**config.mk**
```make
export PLATFORM = sky130hd
export DESIGN_NAME = uart_tx_scheduler_flat
export DESIGN_NICKNAME = d
export VERILOG_FILES = /design/src/rtl/uart_ctrl_pkg.sv /design/src/rtl/uart_tx_scheduler_if.sv /design/src/rtl/rr_arbiter.sv /design/src/rtl/uart_tx_scheduler.sv /design/src/flat_wrapper.sv
export SDC_FILE = /design/constraint.sdc
export NUM_CORES = 1
export LEC_CHECK = 0
export CAP_MARGIN = 15
export CORE_MARGIN = 1.5
export CORE_UTILIZATION = 44
export DETAILED_ROUTE_END_ITERATION = 10
export GPL_TIMING_DRIVEN = 0
export PLACE_DENSITY = 0.86
export SETUP_SLACK_MARGIN = 0.3
export SYNTH_ARGS = -nofsm -noshare
export SYNTH_HDL_FRONTEND = slang
export SYNTH_HIERARCHICAL = 1
export SYNTH_SLANG_ARGS = --single-unit
```
**constraint.sdc**
```tcl
create_clock -name clock -period 2.6 [get_ports clock]
set_clock_uncertainty 0.05 [all_clocks]
set_input_delay 0.78 -clock clock [delete_from_list [all_inputs] [get_ports clock]]
set_output_delay 0.78 -clock clock [all_outputs]
set_load 0.05 [all_outputs]
```
**src/rtl/uart_ctrl_pkg.sv**
```systemverilog
// Shared types and encodings for the UART transmit scheduler and the
// transmit unit it feeds.
package uart_ctrl_pkg;

  localparam int DATA_W = 8;
  localparam int PAR_W  = 2;
  localparam int BAUD_W = 2;

  typedef enum logic [2:0] {
    IDLE     = 3'd0,
    START    = 3'd1,
    BUSY     = 3'd2,
    COMPLETE = 3'd3,
    ERR      = 3'd4
  } state_e;

  // Plain constants for the state register, matching state_e encodings.
  localparam logic [2:0] ST_IDLE     = 3'd0;
  localparam logic [2:0] ST_START    = 3'd1;
  localparam logic [2:0] ST_BUSY     = 3'd2;
  localparam logic [2:0] ST_COMPLETE = 3'd3;
  localparam logic [2:0] ST_ERR      = 3'd4;

  // parity_type encoding understood by the transmit unit.
  localparam logic [PAR_W-1:0] PARITY_NONE = 2'b00;
  localparam logic [PAR_W-1:0] PARITY_ODD  = 2'b01;
  localparam logic [PAR_W-1:0] PARITY_EVEN = 2'b10;

  // baud_rate encoding understood by the transmit unit.
  localparam logic [BAUD_W-1:0] BAUD_2400  = 2'b00;
  localparam logic [BAUD_W-1:0] BAUD_4800  = 2'b01;
  localparam logic [BAUD_W-1:0] BAUD_9600  = 2'b10;
  localparam logic [BAUD_W-1:0] BAUD_19200 = 2'b11;

endpackage

```
**src/rtl/uart_tx_scheduler_if.sv**
```systemverilog
// Requester-side and transmit-unit-side signals of the scheduler.
interface uart_tx_scheduler_if #(
  parameter int NUM_REQ = 4
);
  import uart_ctrl_pkg::*;

  logic [NUM_REQ-1:0]        req;
  logic [NUM_REQ*DATA_W-1:0] req_data;
  logic [NUM_REQ*PAR_W-1:0]  req_parity;
  logic [NUM_REQ*BAUD_W-1:0] req_baud;
  logic [NUM_REQ-1:0]        grant;
  logic [NUM_REQ-1:0]        req_done;
  logic [NUM_REQ-1:0]        req_err;
  logic                      tx_send;
  logic [DATA_W-1:0]         tx_data;
  logic [PAR_W-1:0]          tx_parity_type;
  logic [BAUD_W-1:0]         tx_baud_rate;
  logic                      tx_active;
  logic                      tx_done;
  logic                      busy;

  // The scheduler itself.
  modport slave (
    input  req, req_data, req_parity, req_baud, tx_active, tx_done,
    output grant, req_done, req_err, tx_send, tx_data, tx_parity_type,
           tx_baud_rate, busy
  );

  // Requesters plus transmit unit (or a bench standing in for them).
  modport master (
    output req, req_data, req_parity, req_baud, tx_active, tx_done,
    input  grant, req_done, req_err, tx_send, tx_data, tx_parity_type,
           tx_baud_rate, busy
  );

endinterface

```
**src/rtl/rr_arbiter.sv**
```systemverilog
// Combinational round-robin pick: first set request at or after the pointer,
// wrapping modulo NUM_REQ. The pointer register lives in the parent.
module rr_arbiter #(
  parameter int NUM_REQ = 4,
  parameter int IDX_W   = (NUM_REQ > 1) ? $clog2(NUM_REQ) : 1
) (
  input  logic [NUM_REQ-1:0] req_i,
  input  logic [IDX_W-1:0]   ptr_i,
  output logic [NUM_REQ-1:0] gnt_o,
  output logic [IDX_W-1:0]   idx_o,
  output logic               valid_o
);

  function automatic logic [IDX_W-1:0] wrap_pos(input logic [IDX_W-1:0] base, input int ofs);
    int s;
    s = int'(base) + ofs;
    if (s >= NUM_REQ) begin
      s = s - NUM_REQ;
    end else begin
      s = s;
    end
    return IDX_W'(s);
  endfunction

  logic [NUM_REQ-1:0] gnt_s;
  logic [IDX_W-1:0]   idx_s;
  logic               found_s;

  // Scan from the pointer and keep the first requester found.
  always_comb begin
    gnt_s   = '0;
    idx_s   = '0;
    found_s = 1'b0;
    for (int k = 0; k < NUM_REQ; k++) begin
      if (!found_s && req_i[wrap_pos(ptr_i, k)]) begin
        found_s = 1'b1;
        idx_s   = wrap_pos(ptr_i, k);
      end else begin
        found_s = found_s;
      end
    end
    if (found_s) begin
      gnt_s[idx_s] = 1'b1;
    end else begin
      gnt_s = '0;
    end
  end

  assign gnt_o   = gnt_s;
  assign idx_o   = idx_s;
  assign valid_o = found_s;

endmodule

```
**src/rtl/uart_tx_scheduler.sv**
```systemverilog
// Shares one UART transmit unit among NUM_REQ byte sources: round-robin
// grant, send/active/done handshake, per-requester done/timeout pulses.
module uart_tx_scheduler
  import uart_ctrl_pkg::*;
#(
  parameter int NUM_REQ     = 4,
  parameter int TIMEOUT_CYC = 1048576,
  parameter int CNT_W       = 21
) (
  input logic                clock,
  input logic                reset_n,
  uart_tx_scheduler_if.slave bus
);

  localparam int IDX_W = (NUM_REQ > 1) ? $clog2(NUM_REQ) : 1;
  localparam logic [CNT_W-1:0] CNT_LAST = CNT_W'(TIMEOUT_CYC - 1);
  localparam logic [CNT_W-1:0] CNT_ONE  = CNT_W'(1);
  localparam logic [IDX_W-1:0] IDX_MAX  = IDX_W'(NUM_REQ - 1);
  localparam logic [IDX_W-1:0] IDX_ONE  = IDX_W'(1);

  logic [2:0]         state_q, state_d;
  logic [IDX_W-1:0]   ptr_q, ptr_d;
  logic [IDX_W-1:0]   win_q, win_d;
  logic [CNT_W-1:0]   cnt_q, cnt_d;
  logic [NUM_REQ-1:0] grant_q, grant_d;
  logic [NUM_REQ-1:0] done_q, done_d;
  logic [NUM_REQ-1:0] err_q, err_d;
  logic               send_q, send_d;
  logic [DATA_W-1:0]  data_q, data_d;
  logic [PAR_W-1:0]   par_q, par_d;
  logic [BAUD_W-1:0]  baud_q, baud_d;
  logic               busy_q, busy_d;

  logic [NUM_REQ-1:0] arb_gnt_s;
  logic [IDX_W-1:0]   arb_idx_s;
  logic               arb_valid_s;

  rr_arbiter #(
    .NUM_REQ (NUM_REQ),
    .IDX_W   (IDX_W)
  ) u_arb (
    .req_i   (bus.req),
    .ptr_i   (ptr_q),
    .gnt_o   (arb_gnt_s),
    .idx_o   (arb_idx_s),
    .valid_o (arb_valid_s)
  );

  // Transaction FSM: next state plus next value of every registered output.
  always_comb begin
    state_d = state_q;
    ptr_d   = ptr_q;
    win_d   = win_q;
    cnt_d   = cnt_q;
    grant_d = grant_q;
    done_d  = '0;
    err_d   = '0;
    send_d  = send_q;
    data_d  = data_q;
    par_d   = par_q;
    baud_d  = baud_q;
    case (state_q)
      ST_IDLE: begin
        if (arb_valid_s) begin
          state_d = ST_START;
          win_d   = arb_idx_s;
          grant_d = arb_gnt_s;
          data_d  = bus.req_data[int'(arb_idx_s)*DATA_W +: DATA_W];
          par_d   = bus.req_parity[int'(arb_idx_s)*PAR_W +: PAR_W];
          baud_d  = bus.req_baud[int'(arb_idx_s)*BAUD_W +: BAUD_W];
          send_d  = 1'b1;
          cnt_d   = '0;
        end else begin
          state_d = ST_IDLE;
        end
      end
      ST_START: begin
        // tx_done is deliberately not looked at here: it may be stale.
        if (bus.tx_active) begin
          state_d = ST_BUSY;
          send_d  = 1'b0;
          cnt_d   = '0;
        end else if (cnt_q == CNT_LAST) begin
          state_d = ST_ERR;
          send_d  = 1'b0;
          grant_d = '0;
          err_d   = grant_q;
          cnt_d   = '0;
        end else begin
          cnt_d = cnt_q + CNT_ONE;
        end
      end
      ST_BUSY: begin
        if (!bus.tx_active && bus.tx_done) begin
          state_d = ST_COMPLETE;
          grant_d = '0;
          done_d  = grant_q;
          cnt_d   = '0;
        end else if (cnt_q == CNT_LAST) begin
          state_d = ST_ERR;
          send_d  = 1'b0;
          grant_d = '0;
          err_d   = grant_q;
          cnt_d   = '0;
        end else begin
          cnt_d = cnt_q + CNT_ONE;
        end
      end
      ST_COMPLETE, ST_ERR: begin
        state_d = ST_IDLE;
        ptr_d   = (win_q == IDX_MAX) ? '0 : (win_q + IDX_ONE);
      end
      default: begin
        state_d = ST_IDLE;
        grant_d = '0;
        send_d  = 1'b0;
        cnt_d   = '0;
      end
    endcase
    busy_d = (state_d != ST_IDLE);
  end

  // State and output registers; reset clears everything immediately.
  always_ff @(posedge clock or negedge reset_n) begin
    if (!reset_n) begin
      state_q <= ST_IDLE;
      ptr_q   <= '0;
      win_q   <= '0;
      cnt_q   <= '0;
      grant_q <= '0;
      done_q  <= '0;
      err_q   <= '0;
      send_q  <= 1'b0;
      data_q  <= '0;
      par_q   <= '0;
      baud_q  <= '0;
      busy_q  <= 1'b0;
    end else begin
      state_q <= state_d;
      ptr_q   <= ptr_d;
      win_q   <= win_d;
      cnt_q   <= cnt_d;
      grant_q <= grant_d;
      done_q  <= done_d;
      err_q   <= err_d;
      send_q  <= send_d;
      data_q  <= data_d;
      par_q   <= par_d;
      baud_q  <= baud_d;
      busy_q  <= busy_d;
    end
  end

  assign bus.grant          = grant_q;
  assign bus.req_done       = done_q;
  assign bus.req_err        = err_q;
  assign bus.tx_send        = send_q;
  assign bus.tx_data        = data_q;
  assign bus.tx_parity_type = par_q;
  assign bus.tx_baud_rate   = baud_q;
  assign bus.busy           = busy_q;

endmodule

```
**src/flat_wrapper.sv**
```systemverilog
// flat-port wrapper written by rule: the top's interface ports become plain ports
module uart_tx_scheduler_flat import uart_ctrl_pkg::*;
#(
  parameter int NUM_REQ     = 4,
  parameter int TIMEOUT_CYC = 1048576,
  parameter int CNT_W       = 21
)
  (clock, reset_n, bus_req, bus_req_data, bus_req_parity, bus_req_baud, bus_tx_active, bus_tx_done, bus_grant, bus_req_done, bus_req_err, bus_tx_send, bus_tx_data, bus_tx_parity_type, bus_tx_baud_rate, bus_busy);
  uart_tx_scheduler_if #(.NUM_REQ(NUM_REQ)) bus_i ();
  input logic clock;
  input logic reset_n;
  input wire logic [$bits(bus_i.req)-1:0] bus_req;
  input wire logic [$bits(bus_i.req_data)-1:0] bus_req_data;
  input wire logic [$bits(bus_i.req_parity)-1:0] bus_req_parity;
  input wire logic [$bits(bus_i.req_baud)-1:0] bus_req_baud;
  input wire logic [$bits(bus_i.tx_active)-1:0] bus_tx_active;
  input wire logic [$bits(bus_i.tx_done)-1:0] bus_tx_done;
  output wire logic [$bits(bus_i.grant)-1:0] bus_grant;
  output wire logic [$bits(bus_i.req_done)-1:0] bus_req_done;
  output wire logic [$bits(bus_i.req_err)-1:0] bus_req_err;
  output wire logic [$bits(bus_i.tx_send)-1:0] bus_tx_send;
  output wire logic [$bits(bus_i.tx_data)-1:0] bus_tx_data;
  output wire logic [$bits(bus_i.tx_parity_type)-1:0] bus_tx_parity_type;
  output wire logic [$bits(bus_i.tx_baud_rate)-1:0] bus_tx_baud_rate;
  output wire logic [$bits(bus_i.busy)-1:0] bus_busy;
  assign bus_i.req = bus_req;
  assign bus_i.req_data = bus_req_data;
  assign bus_i.req_parity = bus_req_parity;
  assign bus_i.req_baud = bus_req_baud;
  assign bus_i.tx_active = bus_tx_active;
  assign bus_i.tx_done = bus_tx_done;
  assign bus_grant = bus_i.grant;
  assign bus_req_done = bus_i.req_done;
  assign bus_req_err = bus_i.req_err;
  assign bus_tx_send = bus_i.tx_send;
  assign bus_tx_data = bus_i.tx_data;
  assign bus_tx_parity_type = bus_i.tx_parity_type;
  assign bus_tx_baud_rate = bus_i.tx_baud_rate;
  assign bus_busy = bus_i.busy;
  uart_tx_scheduler #(.NUM_REQ(NUM_REQ), .TIMEOUT_CYC(TIMEOUT_CYC), .CNT_W(CNT_W)) u_core (.clock(clock), .reset_n(reset_n), .bus(bus_i));
endmodule
```
==> reports/metrics.yaml, run 1 <==
drtAntennaViolNets: 0
cts_buffers: 5
synth-seq-cells: 54
gp_congestion: 0.832
grt_pass1_vias: 2680
design.core.area_um2: 6490
path_cells: "clkdlybuf4s50_1 > nand2b_2 > a2bb2oi_2 > nor2_4 > buf_4 > a32o_1"
netlist_area_um2: 3020
syn_inst: 276
die_y_um: 85.8
synth_edf_count: 0
hold_path.class: "in -> async"
viasPerCell: 5.74
tightest_slew_ns: 0.518
timing_worst_setup_path_type: "in -> reg"
slowest_delay_ns: 0.54
clk_latency_ns: 0.31
drtPass1Iterations: 4
synth-main-ff-cell: "dfrtp_1"
regArea_um2: 1350
io_buffer_count: 78
drc_errors: 0
wl_per_cell_um: 16.4
rows: 29
final_area_um2: 4200
setup_viol: 0
grt_max_degree: 39
synth_top_cell_area_share: 0.448
endpoint_kind: "flip-flop"
max-slew-margin-rel: 0.656
fillerInstances: 482
area_growth_syn_to_layout_pct: 39.2
outcome: "completed"
nNetsFinal: 433
htreeDepth: 2
placed_area_um2: 3950
fmax_mhz: 441
diodes: 0
yosysMostFrequentCell: "dfrtp_1"
wirelength_um: 7420
via_count: 2599
syn_area_per_cell_um2: 10.9
fin_crit_ns: 2.27
cap_violations: 0
cts_root_buf: "clkbuf_8"
cts_tree: "built"
die_area_um2: 7360
vdd_drop_max_v: 0.000683
grt_overflow_total: 0
drive_gt1_frac: 0.223
timing.final.crit_share: 0.872
start_util: 0.464
yosys_warnings: 6
synth_seq_area_share: 0.448
startpoint_type: "primary input"
multiInputGateArea_um2: 1650
cts_buffer_depth: 2
grt_pass1_wl_um: 12400
critPathLaunch: "bus_tx_active"
rsz0062_at_grt: "yes"
antenna_found_initial: 0
die_width_um: 85.8
leakage_nw: 1.77
dr.first_iter.drc_count: 176
pin_count: 82
clk_pin_slew_worst_paths_ns: 0.09
synth.area.top_cells: "dfrtp_1 45%, mux4_2 9.0%, mux2_2 5.6%, nand2_1 2.6%, nor2_1 2.5%"
hpwl_um: 5370
synthTopCellsByCount: "54 x dfrtp_1, 21 x nand2_1, 20 x nor2_1"
finalMaxSlewViolations: 0
track_usage: 0.212
total_power_mw: 3.94
cp_max_fo: 6
cp.arrival_ns: 2.43
syn_nets: 334
hold_viol_final: 0
power_density_nw_per_um2: 938
synth_async_sr_flop_share: 1.00
synth_cell_types: 58
crit_path_top_delay_cell: "clkdlybuf4s50_1"
reg2reg_from: "u_core/cnt_q[1]"
critPathRequiredTime_ns: 2.76
cts.sinks: 54
yosysTopAreaCell: "dfrtp_1"
## layout make-up
cell class                      instances  area share
Buffer                                 15      0.0265
Clock buffer                            7      0.0206
Clock inverter                          1     0.00119
Inverter                                3     0.00268
Multi-Input combinational cell        204       0.394
Sequential cell                        54       0.322
Tap cell                               77      0.0230
Timing Repair Buffer                   92       0.210
## power by group
group	total [mW]	internal (mW)	switching, mW	leakage [nW]
Sequential	1.19	1.04	0.145	0.704
Combinational	2.28	0.987	1.29	1.02
Clock	0.474	0.215	0.258	0.0482
Total	3.94	2.25	1.69	1.77
## metrics by stage
stage               std cells  setup slack, ns  hold slack, ns  setup TNS, ns  utilization
floorplan                 276          -0.0382           0.434         -0.341            -
global placement          431           -0.885           0.440         -58.60        0.605
detailed placement        432           -0.643           0.446         -12.75        0.608
CTS                       445            0.296           0.358              0        0.631
global route              453            0.248           0.373              0        0.646
finish                    453            0.332           0.344              0        0.646
## routing by layer
metal / vias to the layer above / wire length, um / part of all wire / global-route usage
li1: 1215 / - / - / -
met1: 1257 / 3090 / 0.42 / 0.259
met2: 114 / 3760 / 0.51 / 0.377
met3: 13 / 433 / 0.058 / 0.0452
met4: 0 / 138 / 0.019 / 0.0645
met5: - / 0 / 0 / 0
## path summary, 6_finish.rpt
kind	to	slack, ns	depth (start not counted)
max	u_core/cnt_q[1]	0.33	6
max reg2reg	u_core/cnt_q[2]	0.33	8
min reg2reg	u_core/bus.tx_parity_type[0]	0.46	1
min in group clock	u_core/bus.tx_parity_type[0]	0.46	1
max in group asynchronous	u_core/bus.tx_send	1.62	2
min	u_core/cnt_q[9]	0.34	1
## cell families after synthesis
family | Yosys count | share of synthesized area
buf+inv | 18 | 0.0319
simple gates | 104 | 0.193
fa+ha+maj | 2 | 0.00830
xor+xnor | 14 | 0.0407
mux | 28 | 0.149
flops | 54 | 0.448
compound gates | 56 | 0.129
## placed cells by master (no fill, tap or decap), types with 5 or more instances in the layout
master | netlist | routed
buf_6 | 3 | 6
nor2_1 | 20 | 19
nand3_1 | 5 | 5
xnor2_1 | 7 | 7
or3_1 | 5 | 5
o21ai_1 | 9 | 9
a22o_1 | 6 | 6
clkbuf_8 | 0 | 6
nor3_1 | 9 | 8
nand2_1 | 21 | 21
dlygate4sd2_1 | 0 | 17
and3_1 | 5 | 5
xor2_1 | 7 | 7
and2_1 | 6 | 6
a21oi_1 | 9 | 8
mux4_2 | 12 | 12
dfrtp_1 | 54 | 54
clkbuf_1 | 6 | 5
clkdlybuf4s50_1 | 0 | 57
buf_4 | 0 | 11
mux2_2 | 15 | 11
nand4_1 | 5 | 5
buf_2 | 4 | 6
nand2b_1 | 6 | 5
o21ai_0 | 10 | 10
## state kept, by name (all words and copies together) (netlist names)
signal	flops
u_core/bus.tx_baud_rate	2
u_core/bus.busy	1
u_core/cnt_q	21
u_core/state_q	3
u_core/bus.req_err	4
u_core/win_q	2
u_core/bus.tx_send	1
u_core/bus.tx_data	8
u_core/bus.grant	4
u_core/ptr_q	2
u_core/bus.tx_parity_type	2
u_core/bus.req_done	4
## what timing repair did
action / CTS / global route
endpoints found under the hold margin: 0 / 0
gates cloned: 1 / 0
endpoints found under the setup margin: 53 / 46
hold buffers: 0 / 0
setup buffers: 4 / 8
pin swaps: 2 / 3
gates resized for setup: 30 / 17
## critical path: cells and delay by family
family	cells	cell delay [ns]
buf+inv	2	0.70
compound gates	2	0.52
simple gates	2	0.42
Note: power is estimated with default switching activity, not from simulation.
==> run 2, diff against run 1 <==
- PLACE_DENSITY: 0.86 -> unset
- PLACE_DENSITY_LB_ADDON: unset -> 0.12
==> run 2 against run 1 <==
  * Via count fell by 4.0%
  * Non-clock buffer count rose by 3
  * Utilization rose by 0.62 points
  * Register-to-register slack improved by 0.08 ns
  * Setup slack got worse by 0.0049 ns
  * Die area did not move
  * Critical path depth did not move
  * Largest power group unchanged
==> reports/metrics.yaml, run 2 (synthesis gave the netlist of run 1 again) <==
cp.arrival_ns: 2.42
total_power_mw: 3.97
critPathRequiredTime_ns: 2.75
drc_errors: 0
drive_gt1_frac: 0.227
startpoint_type: "primary input"
cts_tree: "built"
grt_max_degree: 29
finalMaxSlewViolations: 0
fillerInstances: 533
clk_latency_ns: 0.30
hold_path.class: "in -> async"
via_count: 2496
hold_buffers: 0
placed_area_um2: 3950
power_density_nw_per_um2: 937
cts_buffer_depth: 2
hpwl_um: 4910
drtPass1Iterations: 4
layout_setup_ws_ns: 0.327
slowest_delay_ns: 0.54
die_width_um: 85.8
vdd_drop_max_v: 0.000469
grt_overflow_total: 0
top_register: "u_core/cnt_q"
max-slew-margin-rel: 0.576
wirelength_um: 6790
leakage_nw: 1.81
cp_max_fo: 6
tightest_slew_ns: 0.635
fmax_mhz: 440
path_cells: "clkdlybuf4s50_1 > nand2b_1 > a2bb2oi_2 > nor2_4 > buf_4 > a32o_1"
largest_register_ffs: 21
final_common_cell: "clkdlybuf4s50_1"
timing_worst_setup_path_type: "in -> reg"
start_util: 0.464
setup_viol: 0
grt_pass1_vias: 2432
area_growth_syn_to_layout_pct: 40.5
endpoint_kind: "flip-flop"
multiInputGateArea_um2: 1660
setup_tns_ns: 0
hold_viol_final: 0
regArea_um2: 1350
diodes: 0
cts_buffers: 5
nNetsFinal: 436
htreeDepth: 2
final_cell_mix: "56 x clkdlybuf4s50_1, 54 x dfrtp_1, 21 x nand2_1"
gp_congestion: 0.811
timing.final.crit_share: 0.874
viasPerCell: 5.47
drtAntennaViolNets: 0
die_area_um2: 7360
wl_per_cell_um: 14.9
pre_cts_ws_ns: -0.675
grt_pass1_wl_um: 11400
dr.first_iter.drc_count: 123
die_y_um: 85.8
outcome: "completed"
rows: 29
io_buffer_count: 78
cts_root_buf: "clkbuf_8"
clk_pin_slew_worst_paths_ns: 0.09
pin_count: 82
final_area_um2: 4240
fin_crit_ns: 2.27
cts.sinks: 54
crit_path_top_delay_cell: "clkdlybuf4s50_1"
rsz0062_at_grt: "yes"
reg2reg_slack_ns: 0.41
cap_violations: 0
design.core.area_um2: 6490
track_usage: 0.195
antenna_found_initial: 0
==> run 2: changes by cell type in the layout (fill, tap and decap cells not counted), sizes merged <==
cell           before  now
clkdlybuf4s50      57   56
dlymetal6s2s        2    3
clkbuf             12   13
buf                26   28
==> run 2: per-layer routing <==
layer  part of all wire  GRT usage
met5                  0          0
met4             0.0065     0.0396
met3              0.070     0.0529
met2               0.48      0.321
met1               0.44      0.260
==> run 2: through the flow <==
stage	hold slack [ns]	util	instances
after floorplan	0.434	-	276
after global placement	0.441	0.605	431
after detailed placement	0.449	0.608	432
after CTS	0.450	0.632	444
after global routing	0.472	0.652	456
final	0.432	0.652	456
==> run 2: what timing repair did <==
item,4_1_cts,5_1_grt
endpoints found under the setup margin,53,40
buffers inserted,3,12
cloned,1,0
pin swaps,1,3
resized for setup,32,18
==> run 2: final cells by class <==
type,instances,share of cell area
Inverter,3,0.00266
Buffer,15,0.0266
Tap cell,77,0.0227
Clock buffer,7,0.0204
Clock inverter,1,0.00118
Sequential cell,54,0.319
Multi-Input combinational cell,204,0.392
Timing Repair Buffer,95,0.215
==> run 2: path summary, 6_finish.rpt <==
check                                             start                           end  cells past startpoint
setup reg to reg                        u_core/ptr_q[1]         u_core/bus.tx_data[4]                      8
min in group clock         u_core/bus.tx_parity_type[0]  u_core/bus.tx_parity_type[0]                      1
max in group asynchronous                       reset_n              u_core/cnt_q[10]                      2
hold reg to reg            u_core/bus.tx_parity_type[0]  u_core/bus.tx_parity_type[0]                      1
setup / recovery                          bus_tx_active               u_core/cnt_q[1]                      6
hold / removal                                  reset_n           u_core/bus.grant[3]                      1
==> run 2: power by group <==
part	internal [mW]	switching (mW)
registers	1.04	0.152
clock network	0.215	0.263
logic	1.03	1.26
==> run 2: critical path: cells and delay by family <==
family                 cells  cell delay (ns)
buffers and inverters      2             0.72
AOI/OAI and AO/OA          2             0.54
and+or+nand+nor            2             0.39
==> run 3, diff against run 2 <==
- CORE_UTILIZATION: 44 -> 45
- SYNTH_HIERARCHICAL: 1 -> unset
==> run 3 against run 2 <==
  * Combinational power increased by 2%
  * Total power grew 4.1%
  * Final cell count increased by 11%
  * Largest cell class unchanged
  * First-iteration DRC count rose by 21%
  * Utilization shrank 2.2 points
  * Die area increased by 4.0%
  * Non-clock buffer count is 7 lower
==> reports/metrics.yaml, run 3 <==
outcome: "completed"
seqPwrFrac: 0.284
setup_viol: 0
grt_overflow_total: 0
synth_compound_area_frac: 0.261
synth.area.top_cells: "dfrtp_1 42%, a2111oi_4 5.1%, nand2_1 3.4%, nor2_1 2.9%, a21boi_0 2.8%"
viasPerCell: 5.70
timing_worst_setup_path_type: "in -> reg"
top_register: "u_core.cnt_q"
synthTopCellsByCount: "54 x dfrtp_1, 29 x nand2_1, 25 x nor2_1"
via_count: 2892
p_int_mw: 2.18
track_usage: 0.237
start_util: 0.470
drtPass1Iterations: 4
finalMaxSlewViolations: 0
max-slew-margin-rel: 0.648
cp_max_fo: 6
syn_nets: 379
synth_top_cell_area_share: 0.421
crit_path_top_delay_cell: "or4_4"
crit_family: "simple AND/OR/NAND/NOR gates"
switching_share: 0.473
yosysMostFrequentCell: "dfrtp_1"
path_cells: "dlygate4sd2_1 > or4_4 > o211a_4 > and4_1 > xnor2_1 > nor2_1"
largest_register_ffs: 21
nNetsFinal: 468
diodes: 0
path_buf_inv: 1
wirelength_um: 8440
combPwrFrac: 0.566
wl_per_cell_um: 16.7
total_power_mw: 4.13
dr.first_iter.drc_count: 149
hold_ws_ns: 0.331
leakage_nw: 1.84
rsz0062_at_grt: "no"
rows: 30
hold_buffers: 0
cts_tree: "built"
synth_edf_count: 0
die_area_um2: 7650
p_switching_mw: 1.95
synth_seq_area_share: 0.421
cts_buffer_depth: 2
synth_async_sr_flop_share: 1.00
final_cell_mix: "54 x dfrtp_1, 49 x clkdlybuf4s50_1, 29 x nand2_1"
timing.final.crit_share: 0.846
design.core.area_um2: 6830
netlist_area_um2: 3210
grt_pass1_vias: 2899
cts.sinks: 54
hold_viol_final: 0
htreeDepth: 2
cp.arrival_ns: 2.36
cap_violations: 0
hold_path.class: "in -> async"
synth-xor-area-share: 0.0136
drtAntennaViolNets: 0
die_width_um: 87.5
yosysTopAreaCell: "dfrtp_1"
endpoint_kind: "flip-flop"
power_density_nw_per_um2: 960
vdd_drop_max_v: 0.000475
synth-main-ff-cell: "dfrtp_1"
pin_count: 82
final_common_cell: "dfrtp_1"
syn_area_per_cell_um2: 10.0
grt_max_degree: 40
syn_inst: 321
critPathRequiredTime_ns: 2.76
crit_cells: 6
clk_latency_ns: 0.32
die_y_um: 87.5
drive_gt1_frac: 0.144
cts_buffers: 5
synth_cell_types: 63
synth_fa_ha_area_frac: 0.00779
cts_setup_buffers: 0
io_buffer_count: 81
synth_top_family_by_area: "compound AO/OA/AOI/OAI gates"
slowest_delay_ns: 0.60
yosys.area_share.simple: 0.217
gp_congestion: 0.854
yosys_warnings: 0
r2r_cells: 7
area_growth_syn_to_layout_pct: 34.0
synthMuxAreaShare: 0.0249
fin_crit_ns: 2.20
fmax_mhz: 454
antenna_found_initial: 0
tightest_slew_ns: 0.530
synth-seq-cells: 54
hpwl_um: 6210
clkPwrFrac: 0.150
clk_pin_slew_worst_paths_ns: 0.11
startpoint_type: "primary input"
cts_root_buf: "clkbuf_8"
drc_errors: 0
grt_pass1_wl_um: 14100
==> run 3: changes by cell type in the layout (fill, tap and decap cells not counted), moves of 8 or more <==
cell           change
a21boi_0          +10
buf_4              -9
dlygate4sd2_1     +10
mux2_2            -11
mux4_2            -12
nand2_1            +8
==> run 3: layout make-up <==
type                            instances  area [um^2]
Buffer                                 21          153
Clock buffer                            6         82.6
Clock inverter                          2         38.8
Fill cell                             613         2530
Inverter                                8         30.0
Multi-Input combinational cell        238         1730
Sequential cell                        54         1350
Tap cell                               96          120
Timing Repair Buffer                   82          795
==> run 3: routing by layer <==
| layer | vias to the layer above | global-route usage | routed length (um) |
|---|---|---|---|
| met4 | 0 | 0.0693 | 123 |
| met5 | - | 0 | 0 |
| met1 | 1431 | 0.336 | 4030 |
| met3 | 12 | 0.0389 | 315 |
| met2 | 61 | 0.373 | 3980 |
| li1 | 1388 | - | - |
==> run 3: timing repair <==
action | 4_1_cts | 5_1_grt
gates resized for setup | 37 | 9
pin swaps | 1 | 1
endpoints found under the setup margin | 60 | 32
==> run 3: power by group through the flow <==
stage | clock [mW] | sequential, mW | combinational, mW
global placement | 0 | 1.19 | 2.34
finish | 0.621 | 1.17 | 2.34
detailed placement | 0 | 1.19 | 2.38
global route | 0.663 | 1.20 | 2.53
floorplan | 0 | 1.64 | 1.22
CTS | 0.630 | 1.17 | 2.34
==> run 3: cell families after synthesis <==
group / after synthesis
buffers and inverters: 29
adder cells (fa/ha/maj): 2
AO/OA/AOI/OAI: 96
XOR/XNOR: 5
flip-flops: 54
AND/OR/NAND/NOR: 127
multiplexers: 8
==> run 3: worst paths after layout <==
check,from,to,slack (ns)
setup / recovery,bus_req[2],u_core.cnt_q[19],0.40
hold / removal,reset_n,u_core.bus.busy,0.33
setup reg to reg,u_core.cnt_q[0],u_core.bus.tx_send,0.46
hold reg to reg,u_core.bus.tx_send,u_core.bus.tx_send,0.46
max in group asynchronous,reset_n,u_core.bus.grant[2],1.61
min in group clock,u_core.bus.tx_send,u_core.bus.tx_send,0.46
==> run 3: worst register-to-register path, stage by stage, from the launching register on <==
cell and delay (ns):
dfrtp_1 0.45, ha_1 0.25, nand3_1 0.21, nor3_4 0.37, and2_1 0.17, buf_4 0.14, nor2_2 0.05, o32a_1 0.34
==> run 3: stage by stage <==
stage | worst slack [ns] | util | cell area, um^2 | setup TNS (ns) | std cells
after global placement | -1.07 | 0.606 | 4140 | -63.35 | 498
after CTS | 0.302 | 0.628 | 4290 | 0 | 507
after detailed placement | -0.304 | 0.609 | 4160 | -6.97 | 499
after floorplan | 0.472 | - | 3210 | 0 | 321
after global routing | 0.316 | 0.630 | 4300 | 0 | 507
final | 0.400 | 0.630 | 4300 | 0 | 507
